===== src/rtl/gate_selftest_pkg.sv =====
// Shared definitions for the two-input gate self-test driver: FSM encodings and
// reference truth tables indexed by {a,b}.
package gate_selftest_pkg;

  typedef logic [1:0] state_t;

  localparam state_t ST_IDLE   = 2'd0;
  localparam state_t ST_SETTLE = 2'd1;
  localparam state_t ST_SAMPLE = 2'd2;
  localparam state_t ST_FINISH = 2'd3;

  // bit0 = vector 00, bit3 = vector 11
  localparam logic [3:0] TT_OR   = 4'b1110;
  localparam logic [3:0] TT_AND  = 4'b1000;
  localparam logic [3:0] TT_XOR  = 4'b0110;
  localparam logic [3:0] TT_NAND = 4'b0111;
  localparam logic [3:0] TT_NOR  = 4'b0001;

  function automatic logic tt_expect(input logic [3:0] tt, input logic [1:0] vec);
    return tt[vec];
  endfunction

endpackage


===== src/rtl/gate_selftest_timer.sv =====
// Loadable settle-time down-counter; reloads to SETTLE_CYCLES-1 and stops at zero.
module gate_selftest_timer #(
  parameter int unsigned SETTLE_CYCLES = 2
) (
  input  logic clk,
  input  logic rst,
  input  logic load,
  output logic zero
);

  localparam int unsigned W = $clog2(SETTLE_CYCLES) + 1;

  logic [W-1:0] cnt_q, cnt_d;

  always_comb begin
    cnt_d = cnt_q;
    if (load) begin
      cnt_d = W'(SETTLE_CYCLES - 1);
    end else if (cnt_q != '0) begin
      cnt_d = cnt_q - W'(1);
    end
  end

  always_ff @(posedge clk or posedge rst) begin
    if (rst) begin
      cnt_q <= '0;
    end else begin
      cnt_q <= cnt_d;
    end
  end

  assign zero = (cnt_q == '0);

endmodule


===== src/rtl/gate_selftest_driver.sv =====
// Self-test initiator for a 2-in/1-out gate: sweeps all input vectors, compares the
// sampled output against TRUTH_TABLE and reports a saturating error count and pass flag.
module gate_selftest_driver
  import gate_selftest_pkg::*;
#(
  parameter logic [3:0]  TRUTH_TABLE   = TT_OR,
  parameter int unsigned SETTLE_CYCLES = 2,
  parameter int unsigned PASSES        = 1,
  parameter int unsigned ERR_W         = 8
) (
  input  logic             clk,
  input  logic             rst,
  input  logic             start,
  output logic             drv_a,
  output logic             drv_b,
  input  logic             dut_y,
  output logic             busy,
  output logic             done,
  output logic             pass,
  output logic [ERR_W-1:0] err_count,
  output logic [3:0]       fail_vec
);

  localparam int unsigned PW = $clog2(PASSES + 1);

  state_t           state_q, state_d;
  logic [1:0]       vec_q, vec_d;
  logic [PW-1:0]    pcnt_q, pcnt_d;
  logic             drv_a_d, drv_b_d;
  logic             busy_d, done_d, pass_d;
  logic [ERR_W-1:0] err_d;
  logic [3:0]       fail_d;
  logic             timer_load;
  logic             timer_zero;
  logic             mismatch;

  gate_selftest_timer #(
    .SETTLE_CYCLES(SETTLE_CYCLES)
  ) u_timer (
    .clk  (clk),
    .rst  (rst),
    .load (timer_load),
    .zero (timer_zero)
  );

  assign mismatch = (dut_y != tt_expect(TRUTH_TABLE, vec_q));

  always_comb begin
    state_d    = state_q;
    vec_d      = vec_q;
    pcnt_d     = pcnt_q;
    drv_a_d    = drv_a;
    drv_b_d    = drv_b;
    busy_d     = busy;
    done_d     = 1'b0;
    pass_d     = pass;
    err_d      = err_count;
    fail_d     = fail_vec;
    timer_load = 1'b0;

    unique case (state_q)
      ST_IDLE: begin
        if (start) begin
          state_d    = ST_SETTLE;
          vec_d      = 2'd0;
          pcnt_d     = '0;
          drv_a_d    = 1'b0;
          drv_b_d    = 1'b0;
          busy_d     = 1'b1;
          pass_d     = 1'b0;
          err_d      = '0;
          fail_d     = '0;
          timer_load = 1'b1;
        end
      end

      ST_SETTLE: begin
        if (timer_zero) begin
          state_d = ST_SAMPLE;
        end
      end

      ST_SAMPLE: begin
        if (mismatch) begin
          if (err_count != '1) begin
            err_d = err_count + ERR_W'(1);
          end
          fail_d[vec_q] = 1'b1;
        end
        if (vec_q != 2'd3) begin
          vec_d      = vec_q + 2'd1;
          {drv_a_d, drv_b_d} = vec_q + 2'd1;
          timer_load = 1'b1;
          state_d    = ST_SETTLE;
        end else if (pcnt_q != PW'(PASSES - 1)) begin
          pcnt_d     = pcnt_q + PW'(1);
          vec_d      = 2'd0;
          drv_a_d    = 1'b0;
          drv_b_d    = 1'b0;
          timer_load = 1'b1;
          state_d    = ST_SETTLE;
        end else begin
          // done/pass registered here so they are visible throughout FINISH
          state_d = ST_FINISH;
          done_d  = 1'b1;
          pass_d  = (err_d == '0);
          drv_a_d = 1'b0;
          drv_b_d = 1'b0;
        end
      end

      ST_FINISH: begin
        state_d = ST_IDLE;
        busy_d  = 1'b0;
      end

      default: begin
        state_d = ST_IDLE;
      end
    endcase
  end

  always_ff @(posedge clk or posedge rst) begin
    if (rst) begin
      state_q   <= ST_IDLE;
      vec_q     <= 2'd0;
      pcnt_q    <= '0;
      drv_a     <= 1'b0;
      drv_b     <= 1'b0;
      busy      <= 1'b0;
      done      <= 1'b0;
      pass      <= 1'b0;
      err_count <= '0;
      fail_vec  <= '0;
    end else begin
      state_q   <= state_d;
      vec_q     <= vec_d;
      pcnt_q    <= pcnt_d;
      drv_a     <= drv_a_d;
      drv_b     <= drv_b_d;
      busy      <= busy_d;
      done      <= done_d;
      pass      <= pass_d;
      err_count <= err_d;
      fail_vec  <= fail_d;
    end
  end

endmodule


===== config.mk =====
export PLATFORM = sky130hd
export DESIGN_NAME = gate_selftest_driver
export DESIGN_NICKNAME = d
export VERILOG_FILES = /design/src/rtl/gate_selftest_pkg.sv /design/src/rtl/gate_selftest_timer.sv /design/src/rtl/gate_selftest_driver.sv
export SDC_FILE = /design/constraint.sdc
export NUM_CORES = 1
export LEC_CHECK = 0
export ABC_CLOCK_PERIOD_IN_PS = 5700
export BUFFER_PORTS_ARGS = -buffer_cell sky130_fd_sc_hd__buf_4
export CAP_MARGIN = 0
export CORE_MARGIN = 2
export CORE_UTILIZATION = 45
export CTS_BUF_LIST = sky130_fd_sc_hd__clkbuf_4
export DETAILED_ROUTE_END_ITERATION = 7
export HOLD_SLACK_MARGIN = 0.12
export PLACE_DENSITY = 0.66
export SETUP_SLACK_MARGIN = 0.4
export SLEW_MARGIN = 20
export SYNTH_ARGS = -nofsm -noshare
export SYNTH_HDL_FRONTEND = slang
export SYNTH_SLANG_ARGS = --single-unit

===== constraint.sdc =====
create_clock -name clk -period 5.7 [get_ports clk]
set_input_delay 1.71 -clock clk [delete_from_list [all_inputs] [get_ports clk]]
set_output_delay 1.71 -clock clk [all_outputs]
set_load 0.03 [all_outputs]

==> results of run 1 <==
[routing by layer]
layer | vias to the layer above | GRT usage [%] | wire length, µm
met3 | 4 | 3.00 | 108
met1 | 499 | 22.8 | 1250
met4 | 0 | 8.31 | 33
met5 | - | 0 | 0
li1 | 531 | - | -
met2 | 24 | 29.6 | 1300
[cell type report]
type,count,area (µm²),share of cell area [%]
inverters,10,37.5,2.56
multi-input cells,100,633,43.2
repair buffers,20,150,10.2
well taps,31,38.8,2.65
clock buffers,4,30.0,2.05
flip-flops and latches,23,576,39.3
[worst reg2reg max path, delay by kind of cell (launching register included)]
kind            cells  cell delay [ns]
flops               1             0.57
simple gates        3             1.57
compound gates      1             0.34
[power by group]
group	internal (mW)	leakage, nW	total [mW]	switching [mW]
registers	0.193	0.308	0.229	0.0359
logic	0.0833	0.378	0.230	0.146
clock network	0.0320	0.0184	0.0779	0.0459
[through the flow]
stage / utilization, % / setup slack, ns / hold WS (ns) / instance area [µm²] / power (mW)
after global placement: 53.0 / 2.26 / 0.467 / 1440 / 0.455
after global routing: 54.1 / 2.47 / 0.559 / 1470 / 0.584
final: 54.1 / 2.53 / 0.506 / 1470 / 0.537
after CTS: 54.1 / 2.54 / 0.519 / 1470 / 0.546
after floorplan: - / 2.44 / 0.480 / 1260 / 0.398
after detailed placement: 53.0 / 2.23 / 0.488 / 1440 / 0.464
[cells by family after synthesis]
| group | share of synthesized area, % |
|---|---|
| simple gates | 17.2 |
| xor+xnor | 4.08 |
| compound gates | 21.9 |
| buf+inv | 3.98 |
| fa+ha+maj | 5.96 |
| flops | 45.7 |
| mux | 1.19 |
[state kept, by name (all words and copies together) (netlist names)]
name           flops
err_count          8
fail_vec           4
state_q            2
u_timer.cnt_q      2
vec_q              2
busy               1
done               1
drv_a              1
drv_b              1
pass               1
[placed cells by master, fill, tap and decap left out, types with 3 or more instances in the layout]
master	synthesis	routed
nor2_1	13	13
ha_1	6	6
xnor2_1	3	3
dfrtp_1	23	23
inv_1	10	10
nand3_1	3	3
nor3_1	3	3
a31oi_1	5	5
a21oi_1	17	17
nand2b_1	3	3
o21ai_0	11	11
nand2_1	11	11
clkbuf_4	0	4
buf_4	0	20
[worst paths after layout]
kind | to | slack (ns) | cells after the start
max in group asynchronous | err_count[6] | 3.60 | 2
worst min register to register | drv_b | 0.51 | 1
min in group asynchronous | drv_b | 1.58 | 2
worst max register to register | pass | 3.13 | 4
worst max-delay path | pass | 2.53 | 6
worst min-delay path | drv_b | 0.51 | 1
==> metrics, run 1 <==
count leader, synth dfrtp_1; clock skew 0.00174 ns; sequential cell area fraction in the yosys report 45.7%; library cells used by synthesis 34; Pre-antenna DRT Iters 4; Core Area 2710 µm²; largest area contributor in the netlist dfrtp_1; post-synth top area share 45.7%; Slew Viols, Final 0; layout cells sized above 1 19.1%; GP Congestion 0.790; Hold Path Origin drv_b; Die Width 56.9 µm; predominant post-synthesis flop cell dfrtp_1; Slew @ Worst Pin 0.913 ns; final setup violation count 0; Yosys warning total 0; nets 168; Cell Pwr Density 366 nW/µm²; crit share post-route 55.6%; critical path class in -> reg; vias in the first global route 1002; outcome finished clean; CTS Buf Count 3; synthesized instance count 136; Clock Pin Slew Worst Setup and Hold Paths 0.12 ns; Die Span Y 56.9 µm; final worst path period need 3.17 ns; initial core utilization 46.4%; Slew HR 39.0%; Post-Route Setup TNS 0 ns; die area 3240 µm²; CP max FO 8; Synth area leaders dfrtp_1 (46%), a21oi_1 (6.8%), ha_1 (6.0%); CTS sink cnt 23; Bufs on Longest Clock Path 2; Mean Syn Cell Area 9.26 µm²; Detail Placement HPWL 1970 µm; Total GRT Usage 17.9%; Area growth, synth to finish 16.4%; ys async rst share 100%; post-route ant nets 0; Vias 1058; H-Tree Depth 1; Post-synth EDFFs 0; CP max-delay cell or4_4; # rows 19; Mapped Area 1260 µm²; total grt overflow 0; Seq cells post-synth 23; CP cell instances buf_4 > xor2_2 > nor3_2 > mux2_4 > or4_4 > o41ai_2; drt via density 5.63; maximum clock rate 316 MHz; Post-CTS Setup Bufs 0; fillcell total 262; Finished Layout Cells 188; syn_nets 146; synth cell count leaders dfrtp_1 (23), a21oi_1 (17), nor2_1 (13); Lkg Pwr 0.704 nW; final WL 2690 µm; Inst Count DP 184; I/O Pins 21; Port Buf Inserts 20; R2R Path Start state_q[1]; CTS tree done; CP required 5.91 ns; Diodes inserted 0; largest net degree at the start of global routing 24; worst setup path start dut_y; critical path's top delay family simple AND/OR/NAND/NOR gates; Setup crit start kind primary input; Hold WC Path Type reg -> reg; maxcap violations 0; clk root buf clkbuf_4; residual DRC count 0; Avg WL per Cell 14.3 µm; first-pass GRT wire length 4510 µm; DR iter-0 viols 27; worst path bufs/invs 1; Critical Path AT 3.38 ns; initial antenna violation count 0; Clock Latency Late Sink 0.30 ns; Critical Path End Type flop; cts hold-fix bufs 0; RSZ-0062 raised after global routing false; post-cts sizing count 0; largest stage delay on the critical path 0.42 ns; Hold Vio Cnt, Final 0; maximum vdd ir drop 210 µV
Note: power is estimated with default switching activity, not from simulation.
==> inputs of run 2 (changes only) <==
--- a/config.mk
+++ b/config.mk
@@ -5,7 +5,7 @@
 export SDC_FILE = /design/constraint.sdc
 export NUM_CORES = 1
 export LEC_CHECK = 0
-export ABC_CLOCK_PERIOD_IN_PS = 5700
+export ABC_CLOCK_PERIOD_IN_PS = 2800
 export BUFFER_PORTS_ARGS = -buffer_cell sky130_fd_sc_hd__buf_4
 export CAP_MARGIN = 0
 export CORE_MARGIN = 2
@@ -13,7 +13,7 @@
 export CTS_BUF_LIST = sky130_fd_sc_hd__clkbuf_4
 export DETAILED_ROUTE_END_ITERATION = 7
 export HOLD_SLACK_MARGIN = 0.12
-export PLACE_DENSITY = 0.66
+export PLACE_DENSITY = 0.69
 export SETUP_SLACK_MARGIN = 0.4
 export SLEW_MARGIN = 20
 export SYNTH_ARGS = -nofsm -noshare
==> constraint.sdc (replaced) <==
create_clock -name clk -period 2.8 [get_ports clk]
set_input_delay 0.84 -clock clk [delete_from_list [all_inputs] [get_ports clk]]
set_output_delay 0.84 -clock clk [all_outputs]
set_load 0.03 [all_outputs]
==> run 2 against run 1 <==
Sequential power rose by 100%; count of clock-buffer cells in the layout did not move; design area rose by 3.6%; sequential share of layout area fell by 1.4 points; critical path type unchanged.
==> metrics, run 2 (synthesis results as in run 1) <==
Hold Path Origin drv_b (unchanged); area of the multi-input gates 663 µm² (was 633 µm²); CP max FO 8 (unchanged); residual DRC count 0 (unchanged); first-pass GRT wire length 4720 µm (was 4510 µm); CTS Buf Count 3 (unchanged); Lkg Pwr 0.731 nW (was 0.704 nW); maxcap violations 0 (unchanged); initial antenna violation count 0 (unchanged); Finished Layout Cells 191 (was 188); Setup crit start kind primary input (unchanged); Vias 1101 (was 1058); RSZ-0062 raised after global routing false (unchanged); critical path's top delay family simple AND/OR/NAND/NOR gates (unchanged); clock skew 0.00466 ns (was 0.00174 ns); Slew @ Worst Pin 0.765 ns (was 0.913 ns); Bufs on Longest Clock Path 2 (unchanged); worst hold endpoint drv_b (unchanged); CTS tree done (unchanged); GP Congestion 0.804 (was 0.790); R2R depth 7 (was 4); layout cells sized above 1 21.3% (was 19.1%); Hold WC Path Type reg -> reg (unchanged); Post-Route Setup TNS 0 ns (unchanged); # rows 19 (unchanged); Clock Latency Late Sink 0.31 ns (was 0.30 ns); Most flops, register err_count (unchanged); CP cell instances buf_4 > xor2_4 > nor3_4 > mux2_4 > or4_4 > o41ai_2 (was buf_4 > xor2_2 > nor3_2 > mux2_4 > or4_4 > o41ai_2); Detail Placement HPWL 1930 µm (was 1970 µm); cts hold-fix bufs 0 (unchanged); clk root buf clkbuf_4 (unchanged); CP required 3.02 ns (was 5.91 ns); post-route ant nets 0 (unchanged); register area 576 µm² (unchanged); final setup violation count 0 (unchanged); Top Registers err_count: 8 flops, fail_vec: 4 flops (unchanged); most frequent cells in the layout dfrtp_1 (23), buf_4 (23), a21oi_1 (17), nor2_1 (13) (was dfrtp_1 (23), buf_4 (20), a21oi_1 (17), nor2_1 (13)); Slew HR 48.6% (was 39.0%); Critical Path End Type flop (unchanged); drt via density 5.76 (was 5.63); Hold Path Depth 1 (unchanged); R2R setup slack 0.57 ns (was 3.13 ns); Avg WL per Cell 14.7 µm (was 14.3 µm); H-Tree Depth 1 (unchanged); Cell Pwr Density 750 nW/µm² (was 366 nW/µm²); Die Span Y 56.9 µm (unchanged); initial core utilization 46.4% (unchanged); maximum vdd ir drop 472 µV (was 210 µV); Clock Pin Slew Worst Setup and Hold Paths 0.13 ns (was 0.12 ns); Core Area 2710 µm² (unchanged); fillcell total 252 (was 262); vias in the first global route 1051 (was 1002); largest stage delay on the critical path 0.41 ns (was 0.42 ns); outcome finished clean (unchanged); largest net degree at the start of global routing 24 (unchanged); Die Width 56.9 µm (unchanged); Area growth, synth to finish 20.6% (was 16.4%); Inst Count DP 186 (was 184); critical path class in -> reg (unchanged); Largest register FFs 8 (unchanged); Hold Vio Cnt, Final 0 (unchanged); total grt overflow 0 (unchanged); worst path bufs/invs 1 (unchanged); final worst path period need 2.24 ns; die area 3240 µm² (unchanged); I/O Pins 21 (unchanged); crit share post-route 79.8%; nets 171 (was 168); Port Buf Inserts 20 (unchanged); DR iter-0 viols 54 (was 27); Pre-antenna DRT Iters 4 (unchanged); Critical Path AT 2.46 ns (was 3.38 ns); CTS sink cnt 23 (unchanged); reg2reg end pass (unchanged); Total GRT Usage 18.6% (was 17.9%); CP max-delay cell or4_4 (unchanged); Slew Viols, Final 0 (unchanged); Diodes inserted 0 (unchanged); final WL 2810 µm (was 2690 µm); maximum clock rate 447 MHz; R2R Path Start vec_q[1] (was state_q[1])
[run 2: what timing repair did]
item	4_1_cts	5_1_grt
buffers inserted	1	0
pin swaps	0	1
setup endpoints to repair	1	1
gates cloned	0	0
gates resized for setup	0	4
[run 2: layout make-up]
type                    instances  share of cell area [%]
flip-flops and latches         23                    37.9
repair buffers                 23                    11.4
inverters                      10                    2.47
clock buffers                   4                    1.98
multi-input cells             100                    43.7
well taps                      31                    2.56
[run 2: metrics by stage]
step	hold slack [ns]	worst slack [ns]	cell area, µm²	util (%)	power [mW]
6_report	0.501	0.565	1520	56.0	1.14
3_5_place_dp	0.467	0.187	1450	53.5	0.945
5_1_grt	0.552	0.414	1520	56.0	1.24
4_1_cts	0.505	0.410	1490	54.9	1.12
2_1_floorplan	0.480	0.406	1260	-	0.810
3_3_place_gp	0.471	0.234	1450	53.5	0.930
[run 2: worst max path at each step]
stage                        start   end  slack, ns  cells past startpoint
final                        dut_y  pass       0.56                      6
after global routing      vec_q[1]  pass       0.41                      7
after CTS                 vec_q[1]  pass       0.41                      7
after detailed placement     dut_y  pass       0.19                      6
after global placement       dut_y  pass       0.23                      6
after floorplan              dut_y  pass       0.41                      5
[run 2: where the power goes]
part / switching, mW / internal, mW
clock network: 0.0997 / 0.0653
logic: 0.315 / 0.194
registers: 0.0719 / 0.393
[run 2: worst reg2reg max path: stages (launching register included)]
cell     delay, ns
dfrtp_1       0.42
inv_1         0.14
ha_4          0.19
xor2_4        0.27
o21ai_0       0.14
mux2_4        0.26
or4_4         0.41
o41ai_2       0.32
[run 2: per-layer routing]
layer | global-route usage (%) | wire, µm | vias to the layer above
li1 | - | - | 536
met1 | 25.1 | 1300 | 532
met4 | 7.31 | 29 | 0
met5 | 0 | 0 | -
met2 | 30.0 | 1350 | 29
met3 | 2.53 | 128 | 4
==> inputs of run 3 (changes only) <==
--- a/config.mk
+++ b/config.mk
@@ -5,7 +5,7 @@
 export SDC_FILE = /design/constraint.sdc
 export NUM_CORES = 1
 export LEC_CHECK = 0
-export ABC_CLOCK_PERIOD_IN_PS = 2800
+export ABC_CLOCK_PERIOD_IN_PS = 1980
 export BUFFER_PORTS_ARGS = -buffer_cell sky130_fd_sc_hd__buf_4
 export CAP_MARGIN = 0
 export CORE_MARGIN = 2
==> constraint.sdc (replaced) <==
create_clock -name clk -period 1.98 [get_ports clk]
set_input_delay 0.594 -clock clk [delete_from_list [all_inputs] [get_ports clk]]
set_output_delay 0.594 -clock clk [all_outputs]
set_load 0.03 [all_outputs]
==> run 3 against run 2 <==
The run now ends with negative setup slack left; total power up 73%; highest routed layer unchanged; die area stayed put; combinational power up 120%; count of clock-buffer cells in the layout did not move; critical path depth decreased by 1; via count rose by 10%; global-route usage up 1.8 points; critical endpoint unchanged; first-iteration DRC count shrank 31%; design area grew 27%; largest power group unchanged; clock skew is 0.0080 ns higher; critical path type is now reg -> reg; sequential power is 37% higher.
==> metrics, run 3 (synthesis results as in run 1) <==
Hold WC Path Type in -> async (was reg -> reg); initial antenna violation count 0 (unchanged); Vias 1215 (was 1101); Most flops, register err_count (unchanged); Critical Path AT 2.23 ns (was 2.46 ns); placed instance area 1600 µm² (was 1450 µm²); Bufs on Longest Clock Path 2 (unchanged); Post-Route Setup TNS -0.0344 ns (was 0 ns); Clock Latency Late Sink 0.32 ns (was 0.31 ns); Die Width 56.9 µm (unchanged); Inst Count DP 198 (was 186); final instance area 1930 µm² (was 1520 µm²); Avg WL per Cell 15.7 µm (was 14.7 µm); Clock Pin Slew Worst Setup and Hold Paths 0.14 ns (was 0.13 ns); residual DRC count 0 (unchanged); I/O Pins 21 (unchanged); fillcell total 214 (was 252); Slew Viols, Final 0 (unchanged); pre-CTS setup slack -0.186 ns (was 0.187 ns); crit share post-route 102%; layout cells sized above 1 46.5% (was 21.3%); vias in the first global route 1150 (was 1051); initial core utilization 46.4% (unchanged); Slew HR 69.9% (was 48.6%); Area growth, synth to finish 53.6% (was 20.6%); critical path class reg -> reg (was in -> reg); Core Area 2710 µm² (unchanged); outcome finished, violations left (was finished clean); Critical Path End Type flop (unchanged); first-pass GRT wire length 5180 µm (was 4720 µm); final WL 3430 µm (was 2810 µm); Top Registers err_count: 8 flops, fail_vec: 4 flops (unchanged); PnR worst setup slack -0.0344 ns (was 0.565 ns); Final Util 71.3% (was 56.0%); most common cell after layout, fill and taps aside buf_4; Die Span Y 56.9 µm (unchanged); Overall Power 1.97 mW (was 1.14 mW); clk root buf clkbuf_4 (unchanged); post-route ant nets 0 (unchanged); Largest register FFs 8 (unchanged); cts hold-fix bufs 0 (unchanged); largest net degree at the start of global routing 24 (unchanged); maxcap violations 0 (unchanged); maximum clock rate 496 MHz; CTS Buf Count 3 (unchanged); Pre-antenna DRT Iters 4 (unchanged); failing checks negative setup slack; total grt overflow 0 (unchanged); R2R setup slack -0.03 ns (was 0.57 ns); GP Congestion 0.814 (was 0.804); Setup crit start kind flop (was primary input); nets 198 (was 171); clock skew 0.0126 ns (was 0.00466 ns); Slew @ Worst Pin 0.451 ns (was 0.765 ns); Diodes inserted 0 (unchanged); final setup violation count 1 (was 0); Total GRT Usage 20.4% (was 18.6%); maximum vdd ir drop 791 µV (was 472 µV); Finished Layout Cells 218 (was 191); Cell Pwr Density 1020 nW/µm² (was 750 nW/µm²); Detail Placement HPWL 2190 µm (was 1930 µm); Port Buf Inserts 20 (unchanged); DR iter-0 viols 37 (was 54); WHS 0.300 ns (was 0.501 ns); die area 3240 µm² (unchanged); CP max FO 5 (was 8); CTS tree done (unchanged); CP required 2.19 ns (was 3.02 ns); final worst path period need 2.01 ns; Hold Vio Cnt, Final 0 (unchanged); RSZ-0062 raised after global routing true (was false); Lkg Pwr 0.898 nW (was 0.731 nW); most frequent cells in the layout buf_4 (33), buf_6 (17), dfrtp_1 (15) (was dfrtp_1 (23), buf_4 (23), a21oi_1 (17), nor2_1 (13)); CTS sink cnt 23 (unchanged); drt via density 5.57 (was 5.76); # rows 19 (unchanged); H-Tree Depth 1 (unchanged)
## run 3: worst max-delay path, stage by stage (launching register included)
cell and delay [ns]:
dfrtp_2 0.46, and4_1 0.26, nand2_1 0.23, a41oi_1 0.21, or4_4 0.56, o41ai_4 0.21
## run 3: path summary, 6_finish.rpt
kind | depth (start not counted) | to | from
max | 5 | pass | err_count[5]
max reg2reg | 5 | pass | err_count[5]
min reg2reg | 1 | drv_a | drv_a
max in group asynchronous | 3 | err_count[3] | rst
min in group clk | 1 | drv_a | drv_a
min | 3 | vec_q[1] | rst
## run 3: cell type report
class | count | area [µm²] | area share (%)
multi-input cells | 100 | 802 | 41.5
flip-flops and latches | 23 | 586 | 30.3
repair buffers | 50 | 439 | 22.7
well taps | 31 | 38.8 | 2.01
inverters | 10 | 37.5 | 1.94
clock buffers | 4 | 30.0 | 1.55
## run 3: layer usage
| metal | vias to the layer above | wire, µm | GRT usage, % | part of all wire (%) |
|---|---|---|---|---|
| met5 | - | 0 | 0 | 0 |
| met4 | 0 | 75 | 9.97 | 2.2 |
| met3 | 8 | 93 | 2.30 | 2.7 |
| met2 | 30 | 1800 | 34.5 | 53 |
| met1 | 588 | 1450 | 25.6 | 42 |
| li1 | 589 | - | - | - |
## run 3: what timing repair did
action                                  CTS  global route
endpoints found under the setup margin   11            20
gates cloned                              0             0
gates resized for setup                  16            29
pin swaps                                 1            12
setup buffers                             6            10
## run 3: report_power, final
| part | switching, mW | internal (mW) |
|---|---|---|
| sequential | 0.0788 | 0.559 |
| combinational | 0.602 | 0.496 |
| clock | 0.147 | 0.0924 |
| total | 0.827 | 1.15 |
